<file path="config.mk">
export PLATFORM = sky130hd
export DESIGN_NAME = fetch_stage
export DESIGN_NICKNAME = d
export VERILOG_FILES = /design/src/rtl/fetch_stage_pkg.sv /design/src/rtl/fetch_pc_reg.sv /design/src/rtl/fetch_stage.sv
export SDC_FILE = /design/constraint.sdc
export NUM_CORES = 1
export LEC_CHECK = 0
export CAP_MARGIN = 20
export CORE_AREA = 2 2 101 103
export DETAILED_ROUTE_END_ITERATION = 6
export DIE_AREA = 0 0 103 105
export PLACE_DENSITY = 0.53
export SLEW_MARGIN = 20
export SYNTH_ARGS = -nofsm -noshare
export SYNTH_HDL_FRONTEND = slang
export SYNTH_SLANG_ARGS = --single-unit
</file>
<file path="constraint.sdc">
create_clock -name clk -period 1.5 [get_ports clk]
set_input_delay 0.225 -clock clk [delete_from_list [all_inputs] [get_ports clk]]
set_output_delay 0.225 -clock clk [all_outputs]
set_load 0.03 [all_outputs]
</file>
<file path="src/rtl/fetch_stage_pkg.sv">
`default_nettype none
// ============================================================================
//  Module      : fetch_stage_pkg
//  Description : Opcode values, the NOP word and fetch FSM state encodings
//                shared between fetch, decode and control.
//  Revision    : 1.0  initial release
// ============================================================================
package fetch_stage_pkg;

    localparam int         c_data_w    = 16;
    localparam int         c_op_w      = 5;
    localparam int         c_state_w   = 2;

    localparam logic [c_op_w-1:0]   c_op_halt   = 5'b00000;
    localparam logic [c_op_w-1:0]   c_op_nop    = 5'b00001;
    localparam logic [c_data_w-1:0] c_nop_instr = {c_op_nop, 11'b0};

    localparam logic [c_state_w-1:0] c_st_fetch = 2'd0;
    localparam logic [c_state_w-1:0] c_st_wait  = 2'd1;
    localparam logic [c_state_w-1:0] c_st_hold  = 2'd2;
    localparam logic [c_state_w-1:0] c_st_halt  = 2'd3;

endpackage
`default_nettype wire

</file>
<file path="src/rtl/fetch_pc_reg.sv">
`default_nettype none
// ============================================================================
//  Module      : fetch_pc_reg
//  Description : Program counter with load enable; next value is either the
//                sequential PC+2 or an externally supplied redirect target.
//  Revision    : 1.0  initial release
// ============================================================================
module fetch_pc_reg
    import fetch_stage_pkg::*;
#(
    parameter logic [15:0] RESET_PC = 16'h0000
) (
    input  logic        clk,
    input  logic        rst,
    input  logic        i_load,
    input  logic        i_sel_redirect,
    input  logic [15:0] i_redirect_pc,
    output logic [15:0] o_pc,
    output logic [15:0] o_pc_inc
);

    logic [15:0] r_pc;
    logic [15:0] w_pc_inc;
    logic [15:0] w_pc_next;

    // Plain 16-bit add: FFFE wraps to 0000 by design.
    assign w_pc_inc  = r_pc + 16'd2;
    assign w_pc_next = i_sel_redirect ? i_redirect_pc : w_pc_inc;

    always_ff @(posedge clk or negedge rst) begin
        if (!rst) begin
            r_pc <= RESET_PC;
        end else if (i_load) begin
            r_pc <= w_pc_next;
        end
    end

    assign o_pc     = r_pc;
    assign o_pc_inc = w_pc_inc;

endmodule
`default_nettype wire

</file>
<file path="src/rtl/fetch_stage.sv">
`default_nettype none
// ============================================================================
//  Module      : fetch_stage
//  Description : Instruction fetch: one outstanding imem read at a time,
//                decode stall, branch redirect with squash, stop on HALT.
//  Revision    : 1.0  initial release
// ============================================================================
module fetch_stage
    import fetch_stage_pkg::*;
#(
    parameter logic [15:0] RESET_PC  = 16'h0000,
    parameter logic [15:0] NOP_INSTR = c_nop_instr
) (
    input  logic        clk,
    input  logic        rst,
    output logic        imem_req,
    output logic [15:0] imem_addr,
    input  logic        imem_rdy,
    input  logic [15:0] imem_data,
    input  logic        stall,
    input  logic        redirect,
    input  logic [15:0] redirect_pc,
    output logic [15:0] instruction,
    output logic [15:0] pc_plus2,
    output logic        if_valid,
    output logic        halted
);

    logic [c_state_w-1:0] r_state;
    logic [c_state_w-1:0] w_next_state;
    logic                 r_run;
    logic                 r_squash;
    logic [15:0]          r_instr;
    logic [15:0]          r_pc_plus2;

    logic [15:0]          w_pc;
    logic [15:0]          w_pc_inc;
    logic                 w_redirect_act;
    logic                 w_capture;
    logic                 w_accept;
    logic                 w_halt_op;
    logic                 w_pending;
    logic                 w_pc_load;

    fetch_pc_reg #(
        .RESET_PC (RESET_PC)
    ) u_pc_reg (
        .clk            (clk),
        .rst            (rst),
        .i_load         (w_pc_load),
        .i_sel_redirect (w_redirect_act),
        .i_redirect_pc  (redirect_pc),
        .o_pc           (w_pc),
        .o_pc_inc       (w_pc_inc)
    );

    assign w_redirect_act = redirect && (r_state != c_st_halt);
    assign w_capture      = imem_req && imem_rdy && !redirect;
    assign w_accept       = (r_state == c_st_hold) && !stall && !redirect;
    assign w_halt_op      = (r_instr[15:11] == c_op_halt);
    assign w_pc_load      = w_redirect_act || (w_accept && !w_halt_op);
    // A request is in flight at memory either because we are driving it or
    // because an earlier one was abandoned by a redirect and not yet answered.
    assign w_pending      = imem_req || r_squash;

    // ------------------------------------------------------------------
    // State register
    // ------------------------------------------------------------------
    always_ff @(posedge clk or negedge rst) begin
        if (!rst) begin
            r_state <= c_st_fetch;
        end else begin
            r_state <= w_next_state;
        end
    end

    // ------------------------------------------------------------------
    // Next-state logic
    // ------------------------------------------------------------------
    always_comb begin
        w_next_state = r_state;
        case (r_state)
            c_st_fetch: begin
                if (imem_req) begin
                    w_next_state = imem_rdy ? c_st_hold : c_st_wait;
                end
            end
            c_st_wait: begin
                if (imem_rdy) begin
                    w_next_state = c_st_hold;
                end
            end
            c_st_hold: begin
                if (!stall) begin
                    w_next_state = w_halt_op ? c_st_halt : c_st_fetch;
                end
            end
            c_st_halt: begin
                w_next_state = c_st_halt;
            end
            default: begin
                w_next_state = c_st_fetch;
            end
        endcase
        if (w_redirect_act) begin
            w_next_state = c_st_fetch;
        end
    end

    // ------------------------------------------------------------------
    // Output logic
    // ------------------------------------------------------------------
    always_comb begin
        imem_req    = 1'b0;
        if_valid    = 1'b0;
        halted      = 1'b0;
        instruction = NOP_INSTR;
        case (r_state)
            c_st_fetch: begin
                // Held off until the first edge after reset and while the
                // abandoned request is still being drained.
                imem_req = r_run && !r_squash;
            end
            c_st_wait: begin
                imem_req = 1'b1;
            end
            c_st_hold: begin
                if_valid    = 1'b1;
                instruction = r_instr;
            end
            c_st_halt: begin
                halted = 1'b1;
            end
            default: begin
                imem_req = 1'b0;
            end
        endcase
    end

    assign imem_addr = w_pc;
    assign pc_plus2  = r_pc_plus2;

    // ------------------------------------------------------------------
    // Datapath and control flags
    // ------------------------------------------------------------------
    always_ff @(posedge clk or negedge rst) begin
        if (!rst) begin
            r_run      <= 1'b0;
            r_squash   <= 1'b0;
            r_instr    <= NOP_INSTR;
            r_pc_plus2 <= RESET_PC + 16'd2;
        end else begin
            r_run <= 1'b1;
            if (w_redirect_act) begin
                // A response landing in the redirect cycle itself retires the
                // old request, so nothing is left to drop.
                r_squash <= w_pending && !imem_rdy;
            end else if (r_squash && imem_rdy) begin
                r_squash <= 1'b0;
            end
            if (w_capture) begin
                r_instr    <= imem_data;
                r_pc_plus2 <= w_pc_inc;
            end
        end
    end

endmodule
`default_nettype wire
</file>
* Yosys cells after proc, flatten, opt, wreduce, memory -nomap -nowiden
Cells that the tools add are included.
** Storage, ports and cells
- Register bits after elaboration :: 52
- Word-level logic and storage cells :: 48
- Input port bits :: 37
** Operators by class
- Eq/ne operators :: 7
- Muxes and demuxes :: 14
- $add $sub $neg :: 1
- Reductions and logical operators :: 20
** Operators by type and width (count)
- $mux W16 :: 2
- $add A16 B2 Y16 const B :: 1
- $mux W2 :: 6
- $logic_and A1 B1 Y1 :: 9
- $ne A3 B2 Y1 const B :: 3
- $pmux W2 S4 :: 1
- $logic_not A1 Y1 :: 5
- $logic_not A5 Y1 :: 1
- $eq A2 B2 Y1 const B :: 2
- $mux W1 :: 4
- $reduce_and A3 Y1 :: 1
- $eq A2 B1 Y1 const B :: 1
- $logic_not A2 Y1 :: 1
- $logic_or A1 B1 Y1 :: 2
- $ne A2 B2 Y1 const B :: 1
- $pmux W1 S2 :: 1
- $reduce_bool A2 Y1 :: 1

* Depth between registers and ports, before layout
Gate-level depths: netlist of the first run.
- Depth after elaboration :: 6
- Depth in mapped cells :: 7
- Mapped depth without buffers :: 6

* Cells and area by module
A second synthesis of the first run with hierarchy kept.
** Unflattened totals
- Cell total of the unflattened synthesis :: 247
- Area, all modules :: 2811.4 um^2
** By module, submodules not included
- fetch_stage :: cells an instance 114, area an instance 1664.1 um^2, times used 1
- fetch_pc_reg :: cells an instance 133, area an instance 1147.4 um^2, times used 1

* Worst setup path after synthesis of the first run
OpenSTA, ideal clock, no wires.
- Path kind :: register to register
- Start :: reg u_pc_reg.r_pc[1], in the netlist u_pc_reg.o_pc[1]
- End :: reg u_pc_reg.r_pc[13], in the netlist u_pc_reg.o_pc[13]
- Path buffers :: 1
- Setup time :: 94 ps
- Setup slack :: -330 ps
- Data required time :: 1406 ps
- Cell stages (with the launch flop) :: 8
- Arrival time :: 1736 ps
- Path through :: dfrtp_1 -> ha_1 -> and3_1 -> buf_4 -> nand2_4 -> nor3_1 -> xnor2_1 -> a221oi_2
** Between the ends
- Word-level cells in the longest chain between the ends :: 2
** Ends and longest elaborated chain
- start: declaration :: line fetch_pc_reg.sv:22 : logic [15:0] r_pc;
- start signal: assignment :: line fetch_pc_reg.sv:34 : r_pc <= w_pc_next;
- $add A16 B2 Y16 :: line fetch_pc_reg.sv:27 : assign w_pc_inc = r_pc + 16'd2;
- $mux W16 :: line fetch_pc_reg.sv:28 : assign w_pc_next = i_sel_redirect ? i_redirect_pc : w_pc_inc;
No other way between the ends.
A chain may end at the register's enable or synchronous reset.

* Worst setup path after layout of the first run
- Start :: reg r_instr[12]
- End :: reg u_pc_reg.r_pc[13], in the netlist u_pc_reg.o_pc[13]
** Between the ends
- Word-level cells in the longest chain between the ends :: 4
** Ends and longest elaborated chain
- start: declaration :: line fetch_stage.sv:33 : logic [15:0] r_instr;
- start signal: assignment :: line fetch_stage.sv:162 : r_instr <= imem_data;
- $logic_not A5 Y1 :: line fetch_stage.sv:60 : assign w_halt_op = (r_instr[15:11] == c_op_halt);
- $logic_not A1 Y1 :: line fetch_stage.sv:61 : assign w_pc_load = w_redirect_act || (w_accept && !w_halt_op);
- $logic_and A1 B1 Y1 :: line fetch_stage.sv:61
- $logic_or A1 B1 Y1 :: line fetch_stage.sv:61
No other way between the ends.

==> impl_results.md, run 1 <==
* Gate Count Post-Synth at 246
* TritonCTS clock tree: yes
* Width of the die at 103 um
* Final Cell Area at 0.00457 sq mm
* Crit Path Class: register to register
* Violated checks: setup timing
* Worst path slowest cell: or4_4
* Crit path launch type: register
* Vias in the first global route at 2,364
* Status: complete, but fails checks
* Final Slew Violations at 0
* Gr ovfl total at 0
* Layout cells sized above 1 at 0.430
* Final nets at 423
* Clk slew on worst S/H paths at 100 ps
* Initial DRT Pass Iterations at 4
* Detailed Route Iter0 Violations at 81
* Leakage at 2.00 nW
* Routed vias at 2,293
* CP endpoint kind: register
* Critical-path maximum fanout at 6
* Synth Register Bits at 52
* Clock Path Buffers at 2
* IO buf count at 87
* Largest net degree at the start of global routing at 53
* RSZ-0062 raised after global routing: yes
* Avg Vias per Cell at 4.42
* Clock Sinks at 52
* Initial antenna violation count at 0
* Worst min-delay path class: primary input to asynchronous set/reset pin
* Most frequent cells in the layout: dfrtp_1 (45), clkdlybuf4s50_1 (35), buf_6 (34)
* Area delta synth->final at 78.1%
* CP peak stage delay at 590 ps
* Worst Slack Setup Final at -257 ps
* YS warnings at 0
* Core box area at 0.00964 sq mm
* Max_cap viols at 0
* Worst Skew at 10.1 ps
* Io pins at 88
* Netlist cell types at 42
* Fin crit share at 1.17
* Arr. time, crit path at 1970 ps
* GP Congestion at 0.752
* Die Ht at 105 um
* Share of the synthesized area in the top cell type at 0.488
* Post-DP HPWL at 5.12 mm
* Async SR Flop Fraction at 1.00
* Post-Synthesis Cell Area at 0.00257 sq mm
* Detailed-route wire length at 7.74 mm
* CP cell instances: or4_4 > o21a_4 > buf_12 > a221oi_4
* DR WL/cell at 14.9 um
* Fillers at 944
* Gr usage total at 0.140
* Fmax at 569 MHz
* Syn_area_per_cell at 10.4 sq um
* Peak VDD IR at 0.500 mV
* Row Count at 36
* Pwr dens at 1350 mW/mm^2
* Final hold slack at 421 ps
* First-pass GRT wire length at 11.8 mm
* Total Power at 6.17 mW
* Drt drc at 0
* Remaining antenna violation count at 0
* Final setup violation count at 67
* Final Critical Period at 1760 ps
* Worst skew pair latency at 310 ps
* Post-synthesis sequential area ratio at 0.508
* H-tree levels at 2
* WP data required at 1710 ps
* Syn_nets at 284
* Area leader, netlist: dfrtp_1
* ANT cells at 0
* Prevailing post-synth register cell: dfrtp_1
* Initial Util at 0.266
* Post-synth EDFFs at 0
* CTS buffer count at 5
* Clk root buf: clkbuf_8
* DIE AREA at 0.0108 sq mm
* Leading cell type in the layout, fill and taps excluded: dfrtp_1
* Largest cells by area after synthesis: dfrtp_1 (49%), mux2_2 (8.3%), xnor2_1 (4.4%), nand2_1 (3.9%), and2_1 (3.7%)
* Final Hold Viols at 0
* Placed Area at 0.00391 sq mm
[metal layers]
| metal | share of wire | vias to the layer above | GRT usage |
|---|---|---|---|
| met5 | 0 | - | 0 |
| met4 | 0.011 | 0 | 0.0451 |
| li1 | - | 1124 | - |
| met3 | 0.044 | 8 | 0.0221 |
| met2 | 0.49 | 52 | 0.231 |
| met1 | 0.45 | 1109 | 0.186 |
[sequential cells by signal, summed over array words and instances (netlist names)]
signal	flops
pc_plus2	16
r_instr	16
r_run	1
r_squash	1
r_state	2
u_pc_reg.o_pc	16
[logic make-up after synthesis]
logic type                 share of synthesized area
muxes                                         0.0873
AOI/OAI and AO/OA                              0.106
adders and majority gates                    0.00487
and+or+nand+nor                                0.195
xor gates and xnor gates                      0.0648
other                                        0.00146
buffers and inverters                         0.0332
DFF                                            0.508
[worst paths after layout]
path / end / start / slack (ps) / cells after the start
min: r_instr[6]$_DFFE_PN0P_ / rst / 420 / 3
max in group asynchronous: pc_plus2[1]$_DFFE_PN1P_ / rst / 780 / 3
max: u_pc_reg.o_pc[13]$_DFFE_PN0P_ / r_instr[12]$_DFFE_PN0P_ / -260 / 4
min in group clk: u_pc_reg.o_pc[4]$_DFFE_PN0P_ / redirect_pc[4] / 490 / 3
min reg2reg: pc_plus2[4]$_DFFE_PN0P_ / pc_plus2[4]$_DFFE_PN0P_ / 500 / 2
max reg2reg: u_pc_reg.o_pc[13]$_DFFE_PN0P_ / r_instr[12]$_DFFE_PN0P_ / -260 / 4
[final cells by class]
class | instances | area, sq um | share of cell area
clock buffers | 6 | 72.6 | 0.0159
clock inverters | 2 | 35.0 | 0.00766
inverters | 5 | 21.3 | 0.00465
multi-input cells | 179 | 1430 | 0.314
flip-flops and latches | 52 | 1310 | 0.287
well taps | 133 | 166 | 0.0364
repair buffers | 142 | 1530 | 0.335
[synth_stat cells, types with 2 or more instances]
master	instances
mux2_2	19
buf_4	2
nor4_2	2
buf_2	2
nor2_1	19
nand3_1	10
o21ai_0	17
clkbuf_1	5
and3_1	3
nand2b_1	2
xor2_1	6
and2_1	15
xnor2_1	13
nand2_1	27
dfstp_2	2
o21ai_1	2
o22ai_1	3
a21oi_1	14
buf_6	2
nand3_2	2
nor3_1	3
inv_1	5
nor2b_1	3
dfrtp_1	50
[power by group]
| part | internal [mW] | leakage (nW) | switching, mW |
|---|---|---|---|
| Clock | 0.496 | 0.0552 | 0.471 |
| Sequential | 1.88 | 0.610 | 0.387 |
| Combinational | 1.44 | 1.34 | 1.50 |
[worst max-delay path, delay by kind of cell, from the launching register on]
family | cells | cell delay, ps
AO/OA/AOI/OAI | 2 | 530
buffers and inverters | 1 | 140
flip-flops | 1 | 390
AND/OR/NAND/NOR | 1 | 590
[what timing repair did]
action,in CTS,in global routing
gates resized for setup,89,52
buffers inserted,12,5
pin swaps,15,20
setup endpoints to repair,67,70
hold buffers,1,0
cloned,4,3
endpoints found under the hold margin,50,0
[through the flow]
step                TNS, ps  utilization  std cells  setup slack (ps)
finish                -9110        0.474        519              -257
global route         -12890        0.474        519              -350
CTS                   -7980        0.451        515              -232
detailed placement   -12330        0.406        491              -383
global placement     -12510        0.406        491              -374
floorplan             -1810            -        246              -127
Note: power is estimated with default switching activity, not from simulation.
==> run 2: changes to the inputs <==
CTS_CLUSTER_SIZE = 16   (was default)
TNS_END_PERCENT = 100   (was default)
clock period = 1.45 ns   (was 1.5 ns; I/O delays follow)
==> run 2 against run 1 <==
  * Clock skew is 1.6 ps lower
  * Highest routed layer unchanged
  * Worst hold slack better by 8.0 ps
  * Critical endpoint is now u_pc_reg.o_pc[2]$_DFFE_PN0P_
  * Critical path type unchanged
  * Register-to-register slack hardly changed
  * Fmax is 2.0% higher
  * The run still ends with setup timing left
  * Sequential share of layout area is 0.18 points lower
==> impl_results.md, run 2 (synthesized netlist as in run 1, its figures left out) <==
* Critical-path maximum fanout at 8 (+2)
* DR WL/cell at 14.8 um (-0.39%)
* Initial Util at 0.266 (unchanged)
* Placed Area at 0.00390 sq mm (-0.32%)
* Final Hold Viols at 0 (unchanged)
* Row Count at 36 (unchanged)
* Largest net degree at the start of global routing at 53 (unchanged)
* Layout cells sized above 1 at 0.501 (+0.0712)
* Worst path depth at 5 (+1)
* Routed vias at 2,284 (-0.39%)
* H-tree levels at 2 (unchanged)
* Initial antenna violation count at 0 (unchanged)
* Fin crit share at 1.19 (+0.0161)
* Worst R2R Setup Slack at -270 ps (about the same)
* Core box area at 0.00964 sq mm (unchanged)
* Total Power at 6.59 mW (+6.9%)
* Vias in the first global route at 2,406 (+1.8%)
* Initial DRT Pass Iterations at 4 (unchanged)
* TritonCTS clock tree: yes
* DIE AREA at 0.0108 sq mm (unchanged)
* Capturing point of the worst reg2reg path: u_pc_reg.o_pc[2]$_DFFE_PN0P_
* Clk slew on worst S/H paths at 100 ps (about the same)
* Post-DP HPWL at 5.24 mm (+2.3%)
* Fmax at 581 MHz (+2.0%)
* GP Congestion at 0.785 (+4.4%)
* Final setup violation count at 69 (+3.0%)
* Leading cell type in the layout, fill and taps excluded: dfrtp_1
* Worst path slowest cell: or4_4
* CP cell instances: or4_4 > o21a_4 > buf_8 > mux2i_1 > a21oi_1
* CTS buffer count at 5 (unchanged)
* IO buf count at 87 (unchanged)
* Crit path launch type: register
* Clock Path Buffers at 2 (unchanged)
* Post-Layout Cell Count at 530 (+2.1%)
* Clk root buf: clkbuf_8
* RSZ-0062 raised after global routing: yes
* R2R Path Start: r_instr[15]$_DFFE_PN0P_
* ANT cells at 0 (unchanged)
* Leakage at 2.05 nW (+2.3%)
* Crit Path Class: register to register
* Final Critical Period at 1720 ps (-35.3 ps)
* Violated checks: setup timing
* Avg Vias per Cell at 4.31 (-2.5%)
* Final nets at 434 (+2.6%)
* Area delta synth->final at 80.1%
* Die Ht at 105 um (unchanged)
* Width of the die at 103 um (unchanged)
* Worst Slack Setup Final at -272 ps (-14.7 ps)
* Clock Sinks at 52 (unchanged)
* Path depth of the worst reg2reg path at 5 (+1)
* Remaining antenna violation count at 0 (unchanged)
* Gr ovfl total at 0 (unchanged)
* Placed insts at 495 (+0.81%)
* Most frequent cells in the layout: dfrtp_1 (40), buf_6 (39), buf_4 (37)
* WP data required at 1650 ps (-60 ps)
* Io pins at 88 (unchanged)
* Worst min-delay path class: primary input to asynchronous set/reset pin
* Worst Skew at 8.55 ps (-1.57 ps)
* Drt drc at 0 (unchanged)
* Gr usage total at 0.152 (+0.0116)
* Peak VDD IR at 0.576 mV (+15%)
* CP endpoint kind: register
* Delay-heaviest family, CP: simple AND/OR/NAND/NOR gates
* WP buf/inv at 1 (unchanged)
* Pwr dens at 1430 mW/mm^2 (+5.7%)
* Status: complete, but fails checks
* Arr. time, crit path at 1920 ps (-50 ps)
* First-pass GRT wire length at 12.8 mm (+8.1%)
* Detailed Route Iter0 Violations at 38 (-53%)
* Final Slew Violations at 0 (unchanged)
* Detailed-route wire length at 7.87 mm (+1.7%)
* Worst skew pair latency at 310 ps (about the same)
* CP peak stage delay at 580 ps (about the same)
* Max_cap viols at 0 (unchanged)
* Final Cell Area at 0.00462 sq mm (+1.1%)
[run 2: worst max-delay path by stage]
stage,startpoint,endpoint,slack [ps]
after CTS,r_instr[15]$_DFFE_PN0P_,u_pc_reg.o_pc[3]$_DFFE_PN0P_,-300
after global routing,r_instr[15]$_DFFE_PN0P_,u_pc_reg.o_pc[2]$_DFFE_PN0P_,-350
after floorplan,r_instr[12]$_DFFE_PN0P_,u_pc_reg.o_pc[2]$_DFFE_PN0P_,-180
final,r_instr[15]$_DFFE_PN0P_,u_pc_reg.o_pc[2]$_DFFE_PN0P_,-270
after global placement,redirect,u_pc_reg.o_pc[6]$_DFFE_PN0P_,-380
after detailed placement,redirect,u_pc_reg.o_pc[6]$_DFFE_PN0P_,-430
[run 2: report_power, final]
part / internal [mW] / switching, mW / total, mW
clock network: 0.691 / 0.504 / 1.19
registers: 1.94 / 0.362 / 2.31
logic: 1.51 / 1.59 / 3.09
[run 2: what timing repair did]
item / CTS / global route
gates resized for setup: 124 / 31
setup buffers: 18 / 5
endpoints found under the setup margin: 89 / 73
endpoints found under the hold margin: 50 / 0
cloned: 6 / 0
pin swaps: 34 / 14
hold buffers: 1 / 0
[run 2: routing by layer]
layer | GRT usage | wire length [um] | up-vias
met2 | 0.249 | 4000 | 32
met1 | 0.208 | 3610 | 1105
met4 | 0.0385 | 72 | 0
met5 | 0 | 0 | -
met3 | 0.0234 | 183 | 4
li1 | - | - | 1143
[run 2: stage by stage]
step,setup TNS [ps],util,setup slack [ps],hold WS [ps]
finish,-13090,0.479,-272,429
global route,-17040,0.479,-349,455
CTS,-12270,0.472,-299,426
detailed placement,-13680,0.404,-429,245
global placement,-13690,0.404,-381,239
floorplan,-3710,-,-177,-78.1
[run 2: worst min-delay path: stages]
cell	delay [ps]
dlygate4sd3_1	520
buf_2	120
buf_12	270
[run 2: final cells by class]
type / count / area [sq um]
multi-input cells: 178 / 1440
fillers: 953 / 5020
clock buffers: 6 / 72.6
flip-flops and latches: 52 / 1320
well taps: 133 / 166
clock inverters: 2 / 60.1
inverters: 5 / 18.8
repair buffers: 154 / 1550
==> run 3: changes to the inputs <==
CAP_MARGIN = default   (was 20)
SKIP_CTS_REPAIR_TIMING = 1   (was default)
==> run 3 against run 2 <==
  * The flow still finishes with violations (setup timing)
  * Via count down 0.44%
  * Fmax down 4.0%
  * Cell area up 2.1%
  * Clock skew down 0.87 ps
  * Worst hold slack better by 3.8 ps
  * First-iteration DRC count up 55%
  * Critical path type unchanged
  * Highest routed layer unchanged
==> impl_results.md, run 3 (synthesized netlist as in run 1, its figures left out) <==
* Leakage at 2.31 nW (+13%)
* Initial Util at 0.266 (unchanged)
* Io pins at 88 (unchanged)
* Clk root buf: clkbuf_8
* Total Power at 6.80 mW (+3.2%)
* Clock Path Buffers at 2 (unchanged)
* Detailed-route wire length at 7.82 mm (-0.61%)
* Avg Vias per Cell at 4.35 (+0.89%)
* IO buf count at 87 (unchanged)
* Leading cell type in the layout, fill and taps excluded: dfrtp_1
* Layout cells sized above 1 at 0.487 (-0.0141)
* Gr ovfl total at 0 (unchanged)
* Path depth of the worst reg2reg path at 6 (+1)
* Die Ht at 105 um (unchanged)
* CTS buffer count at 5 (unchanged)
* Max_cap viols at 0 (unchanged)
* Post-DP HPWL at 5.24 mm (unchanged)
* Initial antenna violation count at 0 (unchanged)
* Arr. time, crit path at 2000 ps (+80 ps)
* Violated checks: setup timing
* Status: complete, but fails checks
* CP endpoint kind: register
* Pwr dens at 1440 mW/mm^2 (+1.1%)
* Final Hold Viols at 0 (unchanged)
* RSZ-0062 raised after global routing: yes
* Fin crit share at 1.24 (+0.0489)
* Placed Area at 0.00390 sq mm (unchanged)
* Worst slack at placement at -429 ps (unchanged)
* Width of the die at 103 um (unchanged)
* First-pass GRT wire length at 11.6 mm (-8.9%)
* Post-Layout Cell Count at 523 (-1.3%)
* WP data required at 1660 ps (about the same)
* Largest net degree at the start of global routing at 53 (unchanged)
* Fmax at 558 MHz (-4.0%)
* Worst Skew at 7.68 ps (-0.869 ps)
* DIE AREA at 0.0108 sq mm (unchanged)
* Detailed Route Iter0 Violations at 59 (+55%)
* Placed insts at 495 (unchanged)
* Worst min-delay path class: primary input to asynchronous set/reset pin
* Crit Path Class: register to register
* Initial DRT Pass Iterations at 4 (unchanged)
* Critical-path maximum fanout at 6 (-2)
* Peak VDD IR at 0.620 mV (+7.6%)
* Final setup violation count at 67 (-2.9%)
* Worst Slack Setup Final at -343 ps (-71.0 ps)
* Drt drc at 0 (unchanged)
* Final Slew Violations at 0 (unchanged)
* Vias in the first global route at 2,212 (-8.1%)
* ANT cells at 0 (unchanged)
* Worst skew pair latency at 310 ps (about the same)
* Remaining antenna violation count at 0 (unchanged)
* Worst R2R Setup Slack at -340 ps (-70 ps)
* Crit path launch type: register
* Clk slew on worst S/H paths at 100 ps (about the same)
* Final Critical Period at 1790 ps (+71.0 ps)
* Area delta synth->final at 83.8%
* Core box area at 0.00964 sq mm (unchanged)
* Most frequent cells in the layout: dfrtp_1 (39), buf_6 (37), clkdlybuf4s50_1 (35)
* H-tree levels at 2 (unchanged)
* Gr usage total at 0.138 (-0.0143)
* Routed vias at 2,274 (-0.44%)
* Row Count at 36 (unchanged)
* DR WL/cell at 15.0 um (+0.72%)
* TritonCTS clock tree: yes
* Final Cell Area at 0.00472 sq mm (+2.1%)
* GP Congestion at 0.785 (unchanged)
* Final nets at 427 (-1.6%)
* Clock Sinks at 52 (unchanged)
==> run 3: changes by cell type in the layout (fill, tap and decap cells not counted), moves of 4 or more <==
cell / before / now
o21ai_2: 13 / 9
dlygate4sd2_1: 27 / 0
dlymetal6s2s_1: 0 / 31
mux2_4: 3 / 12
o21ai_1: 4 / 9
nand2_4: 6 / 10
nand2_1: 17 / 12
mux2_2: 16 / 7
==> run 3: final timing paths <==
| path | from | endpoint |
|---|---|---|
| max reg2reg | r_instr[12]$_DFFE_PN0P_ | u_pc_reg.o_pc[9]$_DFFE_PN0P_ |
| min in group clk | pc_plus2[10]$_DFFE_PN0P_ | pc_plus2[10]$_DFFE_PN0P_ |
| min | rst | r_instr[3]$_DFFE_PN0P_ |
| max in group asynchronous | rst | pc_plus2[1]$_DFFE_PN1P_ |
| min reg2reg | pc_plus2[10]$_DFFE_PN0P_ | pc_plus2[10]$_DFFE_PN0P_ |
| max | r_instr[12]$_DFFE_PN0P_ | u_pc_reg.o_pc[9]$_DFFE_PN0P_ |
==> run 3: area by class of cell <==
| class | count | area [sq um] |
|---|---|---|
| clock inverter | 2 | 60.1 |
| timing repair buffer | 147 | 1590 |
| sequential | 52 | 1320 |
| tap | 133 | 166 |
| multi-input combinational | 178 | 1490 |
| fill | 920 | 4920 |
| inverter | 5 | 21.3 |
| clock buffer | 6 | 72.6 |
==> run 3: critical path, stage by stage (launching register included) <==
cell,delay [ps]
dfrtp_1,400
or4_4,590
o21ai_4,270
nand2_2,130
buf_6,150
a21oi_2,110
nor2_1,50
==> run 3: metrics by stage <==
step / TNS, ps / util / hold WS (ps)
after floorplan: -3710 / - / -78.1
after global placement: -13690 / 0.404 / 239
after detailed placement: -13680 / 0.404 / 245
after CTS: -16000 / 0.418 / -109
after global routing: -15470 / 0.489 / 460
final: -11840 / 0.489 / 432
==> run 3: routing by layer <==
| metal | part of all wire | up-vias | GRT usage |
|---|---|---|---|
| met4 | 0.021 | 0 | 0.0367 |
| met2 | 0.49 | 38 | 0.219 |
| li1 | - | 1133 | - |
| met3 | 0.026 | 10 | 0.0221 |
| met1 | 0.47 | 1093 | 0.193 |
| met5 | 0 | - | 0 |
==> run 3: power by group <==
group	leakage (nW)	switching, mW	internal (mW)
Combinational	1.64	1.57	1.69
Sequential	0.605	0.408	1.95
Clock	0.0654	0.505	0.691
